**src/rtl/mips_hex_loader.sv**
```systemverilog
// Hex keypad word entry: two debounced buttons assemble a 32-bit word nibble by nibble and commit it over a valid/ready write port.
// Build option LOADER_AUTOCOMMIT_EN: the 8th nibble starts the write by itself and the commit button is ignored.
module mips_hex_loader #(
  parameter int DEBOUNCE_CYCLES = 20,
  parameter int ADDR_W          = 8
) (
  input  logic              clk,
  input  logic              rst,
  input  logic [3:0]        key_nibble,
  input  logic              key_enter,
  input  logic              key_commit,
  output logic              wr_valid,
  input  logic              wr_ready,
  output logic [ADDR_W-1:0] wr_addr,
  output logic [31:0]       wr_data,
  output logic [31:0]       entry_word,
  output logic [3:0]        nibble_cnt,
  output logic              busy,
  output logic              err
);

  localparam int CNT_W = $clog2(DEBOUNCE_CYCLES + 1);
  localparam logic [CNT_W-1:0] CNT_LAST = CNT_W'(DEBOUNCE_CYCLES - 1);

  localparam logic [0:0] S_IDLE  = 1'b0;
  localparam logic [0:0] S_WRITE = 1'b1;

  logic [1:0] w_raw;
  logic [1:0] w_press;

  assign w_raw = {key_commit, key_enter};

  // Bit 0 is enter, bit 1 is commit; each gets its own synchronizer and debouncer.
  genvar gi;
  generate
    for (gi = 0; gi < 2; gi++) begin : g_btn
      logic             r_sync1;
      logic             r_sync2;
      logic             r_stable;
      logic             r_stable_d;
      logic [CNT_W-1:0] r_cnt;

      always_ff @(posedge clk) begin
        if (!rst) begin
          r_sync1    <= 1'b0;
          r_sync2    <= 1'b0;
          r_stable   <= 1'b0;
          r_stable_d <= 1'b0;
          r_cnt      <= '0;
        end else begin
          r_sync1    <= w_raw[gi];
          r_sync2    <= r_sync1;
          r_stable_d <= r_stable;
          if (r_sync2 == r_stable) begin
            r_cnt <= '0;
          end else if (r_cnt == CNT_LAST) begin
            r_stable <= ~r_stable;
            r_cnt    <= '0;
          end else begin
            r_cnt <= r_cnt + 1'b1;
          end
        end
      end

      assign w_press[gi] = r_stable & ~r_stable_d;
    end
  endgenerate

  logic              w_enter;
  logic              w_commit;
  logic [31:0]       w_shifted;
  logic [3:0]        w_cnt_inc;

  logic [0:0]        r_state;
  logic [31:0]       r_entry_word;
  logic [31:0]       r_wr_data;
  logic [3:0]        r_nibble_cnt;
  logic [ADDR_W-1:0] r_wr_addr;
  logic              r_wr_valid;
  logic              r_err;

  assign w_enter   = w_press[0];
  assign w_commit  = w_press[1];
  assign w_shifted = {r_entry_word[27:0], key_nibble};
  assign w_cnt_inc = (r_nibble_cnt == 4'd8) ? 4'd8 : r_nibble_cnt + 4'd1;

  always_ff @(posedge clk) begin
    if (!rst) begin
      r_state      <= S_IDLE;
      r_entry_word <= '0;
      r_wr_data    <= '0;
      r_nibble_cnt <= '0;
      r_wr_addr    <= '0;
      r_wr_valid   <= 1'b0;
      r_err        <= 1'b0;
    end else begin
      r_err <= 1'b0;
      if (r_state == S_IDLE) begin
`ifdef LOADER_AUTOCOMMIT_EN
        if (w_enter) begin
          r_entry_word <= w_shifted;
          r_nibble_cnt <= w_cnt_inc;
          if (w_cnt_inc == 4'd8) begin
            r_wr_data  <= w_shifted;
            r_wr_valid <= 1'b1;
            r_state    <= S_WRITE;
          end
        end
`else
        // Commit wins over a simultaneous enter; the enter is dropped.
        if (w_commit) begin
          if (r_nibble_cnt == 4'd8) begin
            r_wr_data  <= r_entry_word;
            r_wr_valid <= 1'b1;
            r_state    <= S_WRITE;
          end else begin
            r_err <= 1'b1;
          end
        end else if (w_enter) begin
          r_entry_word <= w_shifted;
          r_nibble_cnt <= w_cnt_inc;
        end
`endif
      end else begin
        // Button events during a write are ignored; only the handshake leaves this state.
        if (r_wr_valid && wr_ready) begin
          r_wr_valid   <= 1'b0;
          r_wr_addr    <= r_wr_addr + 1'b1;
          r_entry_word <= '0;
          r_nibble_cnt <= '0;
          r_state      <= S_IDLE;
        end
      end
    end
  end

  assign wr_valid   = r_wr_valid;
  assign wr_addr    = r_wr_addr;
  assign wr_data    = r_wr_data;
  assign entry_word = r_entry_word;
  assign nibble_cnt = r_nibble_cnt;
  assign busy       = (r_state == S_WRITE);
  assign err        = r_err;

endmodule

```
**config.mk**
```make
export PLATFORM = sky130hd
export DESIGN_NAME = mips_hex_loader
export DESIGN_NICKNAME = d
export VERILOG_FILES = /design/src/rtl/mips_hex_loader.sv
export SDC_FILE = /design/constraint.sdc
export NUM_CORES = 1
export LEC_CHECK = 0
export CAP_MARGIN = 0
export CORE_UTILIZATION = 51
export CTS_BUF_LIST = sky130_fd_sc_hd__clkbuf_8
export CTS_CLUSTER_SIZE = 10
export DETAILED_ROUTE_END_ITERATION = 12
export PLACE_DENSITY = 0.91
export SYNTH_ARGS = -nofsm -noshare
export SYNTH_HDL_FRONTEND = slang
export SYNTH_SLANG_ARGS = --single-unit
```
**constraint.sdc**
```tcl
create_clock -name clk -period 1.85 [get_ports clk]
set_clock_uncertainty 0.1 [all_clocks]
set_input_delay 0.37 -clock clk [delete_from_list [all_inputs] [get_ports clk]]
set_output_delay 0.37 -clock clk [all_outputs]
set_load 0.05 [all_outputs]
```
==> results.cfg <==
[setup_path]
crit_arrival_ns = 1.87
slowest_delay_ns = 0.41
end_kind = flip-flop
cp-start-kind = flip-flop
cp_data_required_time_ns = 2.01
crit_buf_inv = 2
path_class = flip-flop to flip-flop
crit_slowest_cell = or3_1
cp_cell_sequence = inv_1 > ha_1 > nand3b_1 > or3_1 > buf_12 > nand2_1 > a21oi_1
cp_top_family = simple AND/OR/NAND/NOR gates
cp_max_fo = 32

[routing]
drt_pass1_iterations = 5
drc = 0
wl_per_cell_um = 13.4
drt_iter0_markers = 249
vias_per_cell = 5.33
ant_nets = 0
via_count = 3298
wirelength_um = 8290

[pwr]
power.density_nw_per_um2 = 785
vdd_drop_max_uv = 406
p_leak_nw = 1.77

[synthesis]
yosysMostFrequentCell = nand2_1
avgSynthCellArea_um2 = 8.37
synth.cell_area_um2 = 3610
ys_seq_area_share_pct = 53.8
synth.distinct_cells = 33
synthTopCellsByCount = nand2_1, dfxtp_1, a21oi_1
synth_area_leaders = dfxtp_1, nand2_1, a21oi_1
synth_top_area_cell = dfxtp_1
netlist_instances = 431
synth_edf_count = 0
ys_async_sr_fraction_pct = 0
yosys_warnings = 0
ys_seq_elements = 97
synth_nets = 445
synth_top_area_share_pct = 53.8
synthFlopType = dfxtp_1

[placed_design]
hpwl_um = 5830
gp_congestion = 0.742
port_buffers = 87

[grt]
grt_pass1_vias = 3034
grt_pass1_wl_um = 13700
grt_max_degree = 46
gr-usage-all-layers_pct = 23.5
antenna_found_initial = 0
gr-total-overflow = 0

[cts]
path_clk_slew_ns = 0.09
root_buffer = clkbuf_8
clock-sinks = 97
clock_path_buffers = 2
cts_inserted_buffers = 9
cts_resized = 0
post_cts_buffers = 0
clock_latency_ns = 0.37
h-tree-depth = 3
cts_tree = built
hold_buffers = 0

[sta]
finalMaxSlewViolations = 0
finalHoldViolations = 0
fin_tns_setup_ns = 0
setup_viol = 0
min_period_ns = 1.71
rsz0062_at_grt = no
worst_slew_pin_slew_ns = 0.479
period_share_pct = 92.2
maxSlewHeadroom_pct = 67.6
fmaxAchievable_mhz = 586

[final_layout]
num_antenna_cells = 0
drive_above_1_share_pct = 22.4
final_util_pct = 68.2
fin_nets = 532
area_delta_synth_final_pct = 29.2

[die]
ios = 88
start_util_pct = 52.8
core_area_um2 = 6830
die_w_um = 86.1
die-area_um2 = 7420
rows = 30
chipHeight_um = 86.1

[run]
cap_violations = 0

[outcome]
status = finished clean

[hold_path]
hold_class = flip-flop to flip-flop
## through the flow
step	hold slack (ns)	cell area (µm²)	setup WS (ns)	std cells	power (mW)
after floorplan	0.312	3610	0.00441	431	2.18
after global placement	0.317	4440	0.0534	603	2.21
after detailed placement	0.323	4440	-0.00487	603	2.21
after CTS	0.346	4660	0.143	619	3.68
after global routing	0.372	4660	0.0440	619	3.78
final	0.344	4660	0.144	619	3.66
## sequential cells by signal, summed over array words and instances, names as in the netlist
register          count
busy                  1
wr_addr               8
err                   1
nibble_cnt            4
g_btn.r_stable        2
entry_word           32
wr_valid              1
wr_data              32
g_btn.r_stable_d      2
g_btn.r_sync1         2
g_btn.r_sync2         2
g_btn.r_cnt          10
## per-layer routing
metal / vias up / GRT usage [%] / wire length (µm)
met2: 122 / 38.5 / 4090
li1: 1608 / - / -
met4: 0 / 12.3 / 177
met3: 15 / 5.10 / 564
met5: - / 0 / 0
met1: 1553 / 29.0 / 3470
## power breakdown
part / internal (mW) / leakage, nW / switching (mW)
logic: 0.0311 / 0.882 / 0.0385
clock network: 0.760 / 0.107 / 0.735
registers: 2.09 / 0.782 / 0.00258
total: 2.88 / 1.77 / 0.776
## cells by family after synthesis
group / share of synthesized area (%)
AOI/OAI and AO/OA: 11.1
xor gates and xnor gates: 2.91
adders and majority gates: 1.73
buffers and inverters: 5.27
DFF: 53.8
muxes: 1.11
and+or+nand+nor: 24.0
## area by class of cell
cell class | instances | area (µm²)
Clock buffer | 9 | 124
Clock inverter | 7 | 96.3
Fill cell | 546 | 2170
Inverter | 10 | 37.5
Multi-Input combinational cell | 295 | 1480
Sequential cell | 97 | 1940
Tap cell | 96 | 120
Timing Repair Buffer | 105 | 858
## worst paths after layout
| path | cells after the start | startpoint | endpoint | slack, ns |
|---|---|---|---|---|
| worst max-delay path | 7 | nibble_cnt[0] | wr_data[9] | 0.14 |
| worst min-delay path | 1 | g_btn[0].r_sync1 | g_btn[0].r_sync2 | 0.34 |
| worst max register to register | 7 | nibble_cnt[0] | wr_data[9] | 0.14 |
| worst min register to register | 1 | g_btn[0].r_sync1 | g_btn[0].r_sync2 | 0.34 |
## layout by cell type, fill, tap and decap left out, types with 4 or more instances in the layout
cell type / count
nand3_1: 42
a21oi_1: 69
inv_1: 10
nand4_1: 4
o21ai_0: 4
xor2_1: 6
dfxtp_1: 96
ha_1: 5
nand2_1: 108
clkbuf_8: 9
and2_1: 6
mux2i_1: 4
nor2_1: 20
clkdlybuf4s50_1: 8
xnor2_1: 6
buf_4: 93
buf_12: 4
Note: power is estimated with default switching activity, not from simulation.
